`src/rtl/jkbank_arbiter.sv`:
```
// jkbank_arbiter: round-robin arbiter sharing one jkff bank via registered J/K vectors.
// Define ARB_LOCK_EN to enable per-owner burst locking (LOCKED state, burst counter).
module jkbank_arbiter #(
  parameter int N         = 4,
  parameter int WIDTH     = 8,
  parameter int IDW       = 2,
  parameter int MAX_BURST = 4
) (
  input  logic               clk,
  input  logic               rst,
  input  logic [N-1:0]       req,
  input  logic [2*N-1:0]     op,
  input  logic [N*WIDTH-1:0] data,
  input  logic [N-1:0]       lock,
  output logic [N-1:0]       gnt,
  output logic [WIDTH-1:0]   j,
  output logic [WIDTH-1:0]   k,
  output logic               busy,
  output logic [IDW-1:0]     owner
);

`ifdef ARB_LOCK_EN
  localparam int CW = $clog2(MAX_BURST + 1);
  typedef enum logic [1:0] {IDLE, GRANT, LOCKED} state_e;
  logic [CW-1:0] cnt_q;
`else
  localparam int unused_mb = MAX_BURST;
  typedef enum logic {IDLE, GRANT} state_e;
  logic unused_lock;
  assign unused_lock = ^lock;
`endif

  state_e           state_q;
  logic [N-1:0]     gnt_q;
  logic [WIDTH-1:0] j_q;
  logic [WIDTH-1:0] k_q;
  logic [IDW-1:0]   owner_q;
  logic [IDW-1:0]   ptr_q;

  logic             win_vld;
  logic [IDW-1:0]   win_idx;
  int               c;
  logic             hold;
  logic             sel_vld;
  logic [IDW-1:0]   sel_idx;
  logic [IDW-1:0]   nxt_ptr;
  logic [1:0]       sel_op;
  logic [WIDTH-1:0] sel_m;
  logic [WIDTH-1:0] jk_j;
  logic [WIDTH-1:0] jk_k;

  // First requester at or after the pointer, wrapping modulo N
  always_comb begin
    win_vld = 1'b0;
    win_idx = '0;
    c       = 0;
    for (int i = 0; i < N; i++) begin
      c = int'(ptr_q) + i;
      if (c >= N) c = c - N;
      if (!win_vld && req[c]) begin
        win_vld = 1'b1;
        win_idx = IDW'(c);
      end
    end
  end

`ifdef ARB_LOCK_EN
  assign hold = (state_q == LOCKED) && req[owner_q]
             && lock[owner_q] && (cnt_q < CW'(MAX_BURST));
`else
  assign hold = 1'b0;
`endif

  assign sel_vld = hold | win_vld;
  assign sel_idx = hold ? owner_q : win_idx;
  assign nxt_ptr = (sel_idx == IDW'(N - 1)) ? '0 : sel_idx + 1'b1;
  assign sel_op  = op[2*sel_idx +: 2];
  assign sel_m   = data[WIDTH*sel_idx +: WIDTH];

  // LOAD is the D-flop conversion J=d, K=~d
  always_comb begin
    jk_j = '0;
    jk_k = '0;
    unique case (sel_op)
      2'b00: begin jk_j = sel_m; jk_k = ~sel_m; end
      2'b01: jk_j = sel_m;
      2'b10: jk_k = sel_m;
      2'b11: begin jk_j = sel_m; jk_k = sel_m; end
    endcase
  end

  always_ff @(posedge clk or negedge rst) begin
    if (!rst) begin
      state_q <= IDLE;
      gnt_q   <= '0;
      j_q     <= '0;
      k_q     <= '0;
      owner_q <= '0;
      ptr_q   <= '0;
`ifdef ARB_LOCK_EN
      cnt_q   <= '0;
`endif
    end else if (sel_vld) begin
      gnt_q   <= N'(1) << sel_idx;
      j_q     <= jk_j;
      k_q     <= jk_k;
      owner_q <= sel_idx;
      ptr_q   <= nxt_ptr;
`ifdef ARB_LOCK_EN
      if (hold) begin
        state_q <= LOCKED;
        cnt_q   <= cnt_q + 1'b1;
      end else if (lock[sel_idx]) begin
        state_q <= LOCKED;
        cnt_q   <= CW'(1);
      end else begin
        state_q <= GRANT;
        cnt_q   <= '0;
      end
`else
      state_q <= GRANT;
`endif
    end else begin
      state_q <= IDLE;
      gnt_q   <= '0;
      j_q     <= '0;
      k_q     <= '0;
`ifdef ARB_LOCK_EN
      cnt_q   <= '0;
`endif
    end
  end

  assign gnt   = gnt_q;
  assign j     = j_q;
  assign k     = k_q;
  assign busy  = (state_q != IDLE);
  assign owner = owner_q;

endmodule

```
`config.mk`:
```
export PLATFORM = sky130hd
export DESIGN_NAME = jkbank_arbiter
export DESIGN_NICKNAME = d
export VERILOG_FILES = /design/src/rtl/jkbank_arbiter.sv
export SDC_FILE = /design/constraint.sdc
export NUM_CORES = 1
export LEC_CHECK = 0
export BUFFER_PORTS_ARGS = -buffer_cell sky130_fd_sc_hd__buf_2
export CORE_MARGIN = 5
export CORE_UTILIZATION = 46
export DETAILED_ROUTE_END_ITERATION = 6
export PLACE_DENSITY = 0.79
export SLEW_MARGIN = 15
export SYNTH_ARGS = -nofsm -noshare
export SYNTH_HDL_FRONTEND = slang
export SYNTH_SLANG_ARGS = --single-unit
```
`constraint.sdc`:
```
create_clock -name clk -period 2.6 [get_ports clk]
set_input_delay 0.52 -clock clk [delete_from_list [all_inputs] [get_ports clk]]
set_output_delay 0.52 -clock clk [all_outputs]
set_load 0.02 [all_outputs]
```
Word-level counts from Yosys, hierarchy flattened
Cells that the tools add are included.
{"block": "totals", "wordCells": 70, "inputBits": 50, "output_inout_bits": 23, "regBits": 25}
{"block": "op_classes", "n_eq_ne": 4, "shifts": 3, "n_mux": 31, "bitwise_logic": 1, "add_sub_neg": 8, "magnitude_cmp": 8, "n_reduce_logical": 9}
{"cell": "$lt 32x4->1 const B", "count": 4}
{"cell": "$mux 32", "count": 4}
{"cell": "$shiftx 32x6->8", "count": 1}
{"cell": "$mux 8", "count": 3}
{"cell": "$pmux 8 s2", "count": 1}
{"cell": "$mux 1", "count": 13}
{"cell": "$sub 3x3->4 const B", "count": 3}
{"cell": "$mux 2", "count": 5}
{"cell": "$ge 3x3->1 const B", "count": 3}
{"cell": "$bmux 1 s2", "count": 4}
{"cell": "$not 8->8", "count": 1}
{"cell": "$shiftx 8x4->2", "count": 1}
{"cell": "$add 2x2->3 const B", "count": 2}
{"cell": "$eq 2x2->1 const B", "count": 3}
{"cell": "$mux 4", "count": 1}
{"cell": "$shl 1x2->4 const A", "count": 1}
{"cell": "$sub 2x3->4 const B", "count": 1}
{"cell": "$add 2x1->3 const B", "count": 1}
{"cell": "$ge 2x3->1 const B", "count": 1}
{"cell": "$logic_and 1x1->1", "count": 3}
{"cell": "$logic_not 1->1", "count": 3}
{"cell": "$reduce_or 3->1", "count": 1}
{"cell": "$add 2x1->2 const B", "count": 1}
{"cell": "$eq 2x1->1 const B", "count": 1}
{"cell": "2 further kinds", "count": 2}

Logic depth before layout (Yosys ltp)
Gate-level depths: netlist (run 1).
{"block": "logic_depth", "depth_word": 20, "depth_mapped": 8, "mapped_depth_nobuf": 7}

Worst setup path after synthesis (run 1)
OpenSTA, ideal clock, no wires.
{"block": "synth_path", "kind": "input port to flip-flop", "startpoint": "in req[1]", "endpoint": "reg k_q[7], in the netlist k[7]", "setup_time_ns": 0.082, "t_arrival_ns": 1.927, "setup_slack_ns": 0.591, "required_ns": 2.518, "n_path_buf": 1, "stages": 7, "path_cell_list": "inv_1 > o211a_1 > nor3_4 > buf_2 > a211oi_2 > or4_1 > o22ai_1"}
{"block": "synth_via", "elab_chain_cells": 18, "elab_cells_between_ends": 35, "classes_between": "eq/ne: 2; shift: 2; mux: 22; bitwise: 1; reduce/logical: 8"}
{"element": "start, declared", "line": "11", "rtl": "input logic [N-1:0] req,"}
{"element": "$bmux 1 s2", "line": "60", "rtl": "if (!win_vld && req[c]) begin"}
{"element": "$mux 1 (implied by the code) (2 in a row)", "line": "60"}
{"element": "$mux 1", "line": "60"}
{"element": "$logic_not 1->1", "line": "60"}
{"element": "$logic_and 1x1->1", "line": "60"}
{"element": "$mux 1", "line": "60"}
{"element": "$logic_not 1->1", "line": "60"}
{"element": "$logic_and 1x1->1", "line": "60"}
{"element": "[2 not listed]"}
{"element": "$logic_and 1x1->1", "line": "60"}
{"element": "$mux 2 (*)", "line": "60"}
{"element": "net sel_idx[0]", "line": "45", "rtl": "logic [IDW-1:0] sel_idx;"}
{"element": "$shiftx 8x4->2", "line": "77", "rtl": "assign sel_op = op[2*sel_idx +: 2];"}
{"element": "$eq 2x2->1", "line": "84", "rtl": "unique case (sel_op)"}
{"element": "$reduce_or 2->1 (no line)"}
{"element": "$pmux 8 s2 (*)", "line": "84"}
{"element": "$mux 8 (*)", "line": "103", "rtl": "end else if (sel_vld) begin"}
{"element": "end signal, assigned", "line": "106", "rtl": "k_q <= jk_k;"}
{"element": "end, declared", "line": "36", "rtl": "logic [WIDTH-1:0] k_q;"}
The timed path passes the listed nets; every way through them passes the cells marked *. The select of a mux whose other input is x is not followed.
A chain may end at the register's enable or synchronous reset.

Worst setup path in the final report (run 1)
{"block": "layout_path", "startpoint": "reg ptr_q[1]", "endpoint": "reg k_q[6], in the netlist k[6]"}
{"block": "layout_via", "elab_chain_cells": 20, "elab_cells_between_ends": 50, "classes_between": "add/sub: 7; order compare: 4; eq/ne: 2; shift: 2; mux: 26; bitwise: 1; reduce/logical: 8"}
{"element": "start, declared", "line": "38", "rtl": "logic [IDW-1:0] ptr_q;"}
{"element": "start signal, assigned", "line": "108", "rtl": "ptr_q <= nxt_ptr;"}
{"element": "parallel branches: the longest is 14 deep, another holds $sub 3x3->4"}
{"element": "$mux 2 (*)", "line": "60"}
{"element": "net sel_idx[1]", "line": "45"}
{"element": "$shiftx 8x4->2", "line": "77"}
{"element": "$eq 2x2->1", "line": "84"}
{"element": "$reduce_or 2->1 (no line)"}
{"element": "$pmux 8 s2 (*)", "line": "84"}
{"element": "$mux 8 (*)", "line": "103"}
Mark *: on every way through the listed nets, which the timed path passes. The select of a mux whose other input is x is not followed.

==> key figures, run 1 <==
Outcome
  • Status: finished clean

Synth
  • Post-Synthesis Net Count: 226
  • Ys Warns: 0
  • Synth top area cells: dfrtp_1 (40%), nand3_1 (9.6%), o21ai_0 (5.4%), nand2_1 (3.3%), o2bb2ai_1 (3.3%)
  • Leading cell type by number of instances after synthesis: nand3_1
  • Post-synth top area share: 39.81%
  • Synth cell types: 42
  • Synthesized cell area: 1572 um2
  • Primary FF master, synth: dfrtp_1
  • Post-synth top cells: nand3_1 (30), dfrtp_1 (25), o21ai_0 (17)
  • Asr flop ratio synth: 100.0%
  • Syn Inst Count: 172
  • EDFF count, synth: 0
  • Synth Register Bits: 25
  • Post-synth top area cell: dfrtp_1
  • Sequential-to-total area share from yosys stat: 39.81%
  • Synth Area per Inst: 9.137 um2

STA
  • Minimum clock period: 2.286 ns
  • Final setup viols: 0
  • Worst Hold Slack: 0.1598 ns
  • Worst slew margin: 63.52%
  • Clock Skew: 0.004766 ns
  • Unrepaired setup endpoints after global routing: no
  • Setup TNS: 0 ns
  • Worst-Margin Slew: 0.5461 ns
  • Max-slew violations: 0
  • F_max: 437.4 MHz
  • Final worst setup slack: 0.3140 ns
  • Fin. Hold Viols: 0
  • Final period utilization: 87.92%

Die
  • Die Wd: 68.45 um
  • Full die area: 4685 um2
  • Rows: 21
  • Initial Util: 47.47%
  • IO Count: 73
  • CORE AREA: 3311 um2
  • Die height: 68.45 um

Drt
  • Mean routed wirelength per cell: 13.61 um
  • Vias: 1540
  • Post-route ant nets: 0
  • # DRC: 0
  • Routed WL: 3893 um
  • Via/cell ratio: 5.385
  • Pre-antenna DRT Iters: 4
  • Iteration-0 DRC Markers: 41

Critical path
  • Worst Setup End Kind: flip-flop
  • CP Max Fanout: 17
  • Kind of start point of the critical path: flip-flop
  • Crit-path cells: and2_4 -> o211a_4 -> nor2_2 -> inv_2 -> a211oi_1 -> a2bb2o_1 -> o22ai_1
  • Reg2reg path depth: 7
  • R2R Path Start: ptr_q[1]$_DFFE_PN0P_
  • Worst EP arrival: 2.53 ns
  • CP Class: flip-flop to flip-flop
  • Worst R2R End: k[6]$_DFF_PN0_
  • Worst path slowest cell: dfrtp_1
  • CP max stage delay: 0.48 ns
  • Required @ worst endpoint: 2.85 ns
  • R2R Setup Slk: 0.31 ns

CTS
  • Max clock buf depth: 2
  • Root Buffer: clkbuf_4
  • Setup Fix Bufs, Post-CTS: 0
  • TritonCTS clock tree: done
  • Worst-path clk slew: 0.13 ns
  • CTS Hold Buffers Added: 0
  • CTS buffer count: 3
  • Clk sinks: 25
  • H-Tree Depth: 1
  • Clock latency on the worst-skew pair: 0.31 ns
  • Number of gates resized after cts: 0

Layout
  • Number of fill cells: 334
  • P&R area growth vs syn: 25.64%
  • Share of layout cells above drive strength 1: 40.83%
  • # diodes: 0
  • Nets: 295
  • Filler-free cell count of the finished design: 286

Global routing
  • Initial antenna violation count: 0
  • Pin count of the biggest net entering global routing: 26
  • Vias in the first global route: 1411
  • GRT Overall Usage: 18.54%
  • Global-route wire length before repair: 6575 um
  • GRT Residual Overflow: 0

Power and ir drop
  • Sw frac: 46.86%
  • Static leakage: 0.0009788 uW
  • Power Density: 1022 nW/um2
  • Total Power: 2018 uW
  • Clock power frac: 8.2%
  • Pint: 1072 uW
  • Maximum vdd drop: 0.4931 mV
  • Sw Pwr: 945.8 uW
  • Comb pwr share: 61.6%
  • Part of the power in registers: 30.2%

Placed design
  • Final weighted congestion of routability-driven global placement: 0.8576
  • Placed Cells: 282
  • Dpl ws: 0.1805 ns
  • I/O Buffers: 68
  • DP HPWL: 3116 um

Job
  • Number of max-cap violations: 0

Hold path
  • Worst Hold Class: primary input to async pin
[worst max-delay path by stage]
stage | startpoint | to | depth (start not counted)
2_1_floorplan | req[1] | k[7]$_DFF_PN0_ | 7
3_3_place_gp | req[1] | k[6]$_DFF_PN0_ | 8
3_5_place_dp | req[1] | k[6]$_DFF_PN0_ | 8
4_1_cts | ptr_q[1]$_DFFE_PN0P_ | k[6]$_DFF_PN0_ | 7
5_1_grt | ptr_q[1]$_DFFE_PN0P_ | k[6]$_DFF_PN0_ | 7
6_report | ptr_q[1]$_DFFE_PN0P_ | k[6]$_DFF_PN0_ | 7
[worst max-delay path, delay by kind of cell (launching register included)]
| kind | cells | cell delay [ns] |
|---|---|---|
| AO/OA/AOI/OAI | 4 | 1.23 |
| flip-flops | 1 | 0.48 |
| buffers and inverters | 1 | 0.11 |
| AND/OR/NAND/NOR | 2 | 0.41 |
[cells by family after synthesis]
kind of cell	share of synthesized area [%]
AO/OA/AOI/OAI	21.10
adder cells (fa/ha/maj)	3.185
buffers and inverters	6.051
flip-flops	39.81
AND/OR/NAND/NOR	29.86
[metal layers]
metal  vias to the layer above  GRT usage (%)  wire [um]
met1                       703          26.31       1719
met2                        55          27.65       1792
li1                        773              -          -
met5                         -              0          0
met3                         9          2.627        315
met4                         0          8.437         65
[cells in the final DEF, fill, tap and decap left out, drive strengths merged]
cell,instances
o211a,2
nor3,7
inv,5
a211oi,5
ha,4
o21a,1
buf,74
dfrtp,25
and2,5
clkinv,1
a22oi,1
nor4,3
nand3,32
o22ai,2
a21o,1
o2bb2ai,6
nand2b,3
or4,2
and3,6
clkbuf,3
nand2,14
a2bb2o,1
nand4,6
o21ai,18
nor2,4
o211ai,1
a22o,1
a21oi,7
[state kept, by name (all words and copies together), names as in the netlist]
signal  flops
owner       2
gnt         4
j           8
k           8
busy        1
ptr_q       2
[power groups by stage]
stage	Combinational (uW)	Clock (uW)	Sequential (uW)
3_3_place_gp	1220	0	620
4_1_cts	1250	169	611
6_report	1240	166	610
5_1_grt	1390	189	626
3_5_place_dp	1240	0	620
2_1_floorplan	699	0	819
[area by class of cell]
type | instances | area [um2] | area share [%]
Multi-Input combinational cell | 132 | 859.6 | 43.54
Sequential cell | 25 | 625.6 | 31.69
Timing Repair Buffer | 74 | 385.4 | 19.52
Tap cell | 46 | 57.56 | 2.915
Clock buffer | 3 | 22.52 | 1.141
Inverter | 5 | 18.77 | 0.9506
Clock inverter | 1 | 5.005 | 0.2535
[metrics by stage]
stage               utilization, %  area (um2)
floorplan                        -        1572
global placement             58.81        1947
detailed placement           58.81        1947
CTS                          59.64        1974
global route                 59.64        1974
finish                       59.64        1974
Note: power is estimated with default switching activity, not from simulation.
==> run 2: changes to the inputs <==
--- a/config.mk
+++ b/config.mk
@@ -9,7 +9,7 @@
 export CORE_MARGIN = 5
 export CORE_UTILIZATION = 46
 export DETAILED_ROUTE_END_ITERATION = 6
-export PLACE_DENSITY = 0.79
+export PLACE_DENSITY = 0.91
 export SLEW_MARGIN = 15
 export SYNTH_ARGS = -nofsm -noshare
 export SYNTH_HDL_FRONTEND = slang
==> run 2 against run 1 <==
Net effect: sequential power about the same; register-to-register slack improved by 0.07 ns; cell count unchanged; hold slack improved by 0.017 ns; clock power decreased by 2%; non-clock buffer count unchanged; critical path depth unchanged; die area unchanged; clock-buffer cell count increased by 1; core utilization about the same; clock skew decreased by 0.0033 ns; worst setup slack improved by 0.072 ns; largest cell class unchanged.
==> key figures, run 2 (synthesis gave the netlist of run 1 again) <==
Placed design
  • I/O Buffers: 68
  • Final weighted congestion of routability-driven global placement: 0.8688
  • DP HPWL: 3119 um

Global routing
  • GRT Overall Usage: 17.96%
  • Global-route wire length before repair: 6417 um
  • Pin count of the biggest net entering global routing: 27
  • Vias in the first global route: 1482
  • GRT Residual Overflow: 0
  • Initial antenna violation count: 0

Critical path
  • CP Max Fanout: 17
  • Worst path slowest cell: dfrtp_1
  • CP Class: flip-flop to flip-flop
  • R2R Setup Slk: 0.39 ns
  • Required @ worst endpoint: 2.83 ns
  • Reg2reg path depth: 7
  • CP max stage delay: 0.49 ns
  • Kind of start point of the critical path: flip-flop
  • Crit. path cell count: 7
  • Worst EP arrival: 2.44 ns
  • Worst R2R End: k[6]$_DFF_PN0_
  • Crit-path cells: and2_4 -> o211a_4 -> nor2_2 -> inv_2 -> a211oi_1 -> a2bb2o_1 -> o22ai_1
  • Buf/Inv on CP: 1
  • Top Family by Delay on Critical Path: compound AO/OA/AOI/OAI gates
  • R2R Path Start: ptr_q[1]$_DFFE_PN0P_
  • Worst Setup End Kind: flip-flop

CTS
  • Setup Fix Bufs, Post-CTS: 0
  • CTS buffer count: 3
  • Number of gates resized after cts: 0
  • H-Tree Depth: 1
  • Max clock buf depth: 2
  • Root Buffer: clkbuf_4
  • Clk sinks: 25
  • CTS Hold Buffers Added: 0
  • Clock latency on the worst-skew pair: 0.30 ns
  • Worst-path clk slew: 0.12 ns
  • TritonCTS clock tree: done

Drt
  • Post-route ant nets: 0
  • Mean routed wirelength per cell: 13.69 um
  • Vias: 1512
  • Via/cell ratio: 5.287
  • # DRC: 0
  • Iteration-0 DRC Markers: 89
  • Pre-antenna DRT Iters: 4
  • Routed WL: 3914 um

STA
  • F_max: 451.6 MHz
  • Clock Skew: 0.001503 ns
  • Worst-Margin Slew: 0.5323 ns
  • Max-slew violations: 0
  • Setup TNS: 0 ns
  • Final period utilization: 85.16%
  • Worst slew margin: 64.51%
  • Final setup viols: 0
  • Minimum clock period: 2.214 ns
  • Unrepaired setup endpoints after global routing: no
  • Fin. Hold Viols: 0

Job
  • Number of max-cap violations: 0

Layout
  • # diodes: 0
  • Number of fill cells: 325
  • Nets: 295
  • Share of layout cells above drive strength 1: 40.42%
  • Most frequent cells in the layout: buf_2 (68), nand3_1 (30), dfrtp_1 (25)
  • P&R area growth vs syn: 25.56%
  • Most common cell after layout, fill and taps aside: buf_2
  • Fin util: 59.60%

Power and ir drop
  • Maximum vdd drop: 0.4303 mV
  • Static leakage: 0.0009767 uW
  • Power Density: 1018 nW/um2
  • Total Power: 2008 uW

Hold path
  • Worst Hold Class: primary input to async pin

Outcome
  • Status: finished clean

Die
  • Rows: 21
  • IO Count: 73
  • Full die area: 4685 um2
  • Initial Util: 47.47%
  • Die Wd: 68.45 um
  • CORE AREA: 3311 um2
  • Die height: 68.45 um
## run 2: cell type report
cell class / instances / area, um2 / area share (%)
Timing Repair Buffer: 74 / 385.4 / 19.53
Tap cell: 46 / 57.56 / 2.917
Multi-Input combinational cell: 132 / 859.6 / 43.56
Inverter: 5 / 18.77 / 0.9512
Sequential cell: 25 / 625.6 / 31.71
Clock buffer: 4 / 26.28 / 1.332
## run 2: worst register-to-register path, stage by stage, from the launching register on
cell	delay [ns]
dfrtp_1	0.49
and2_4	0.21
o211a_4	0.31
nor2_2	0.22
inv_2	0.11
a211oi_1	0.36
a2bb2o_1	0.31
o22ai_1	0.13
## run 2: how the worst max path moves through the flow
stage,start,end,slack (ns)
6_report,ptr_q[1]$_DFFE_PN0P_,k[6]$_DFF_PN0_,0.39
5_1_grt,ptr_q[1]$_DFFE_PN0P_,j[7]$_DFF_PN0_,0.23
4_1_cts,ptr_q[1]$_DFFE_PN0P_,k[6]$_DFF_PN0_,0.40
3_5_place_dp,req[1],k[6]$_DFF_PN0_,0.26
3_3_place_gp,req[1],k[6]$_DFF_PN0_,0.30
2_1_floorplan,req[1],k[7]$_DFF_PN0_,0.59
## run 2: power by group
group / total [uW] / leakage, uW / switching, uW / internal, uW
sequential: 612 / 0.000307 / 58.5 / 554
combinational: 1230 / 0.000655 / 772 / 462
clock: 162 / 0.0000150 / 103 / 59.7
## run 2: layer usage
metal / track usage (%) / vias to the layer above / wire length (um)
met5: 0 / - / 0
met4: 8.685 / 0 / 64
met3: 2.299 / 4 / 347
met2: 28.25 / 67 / 1785
met1: 24.21 / 669 / 1716
li1: - / 772 / -
## run 2: metrics by stage
| stage | instances | setup slack [ns] | hold WS, ns | cell area (um2) |
|---|---|---|---|---|
| CTS | 286 | 0.4038 | 0.1876 | 1973 |
| floorplan | 172 | 0.5905 | 0.2244 | 1572 |
| global placement | 282 | 0.2957 | 0.4557 | 1947 |
| detailed placement | 282 | 0.2593 | 0.4640 | 1947 |
| finish | 286 | 0.3858 | 0.1764 | 1973 |
| global route | 286 | 0.2322 | 0.2147 | 1973 |
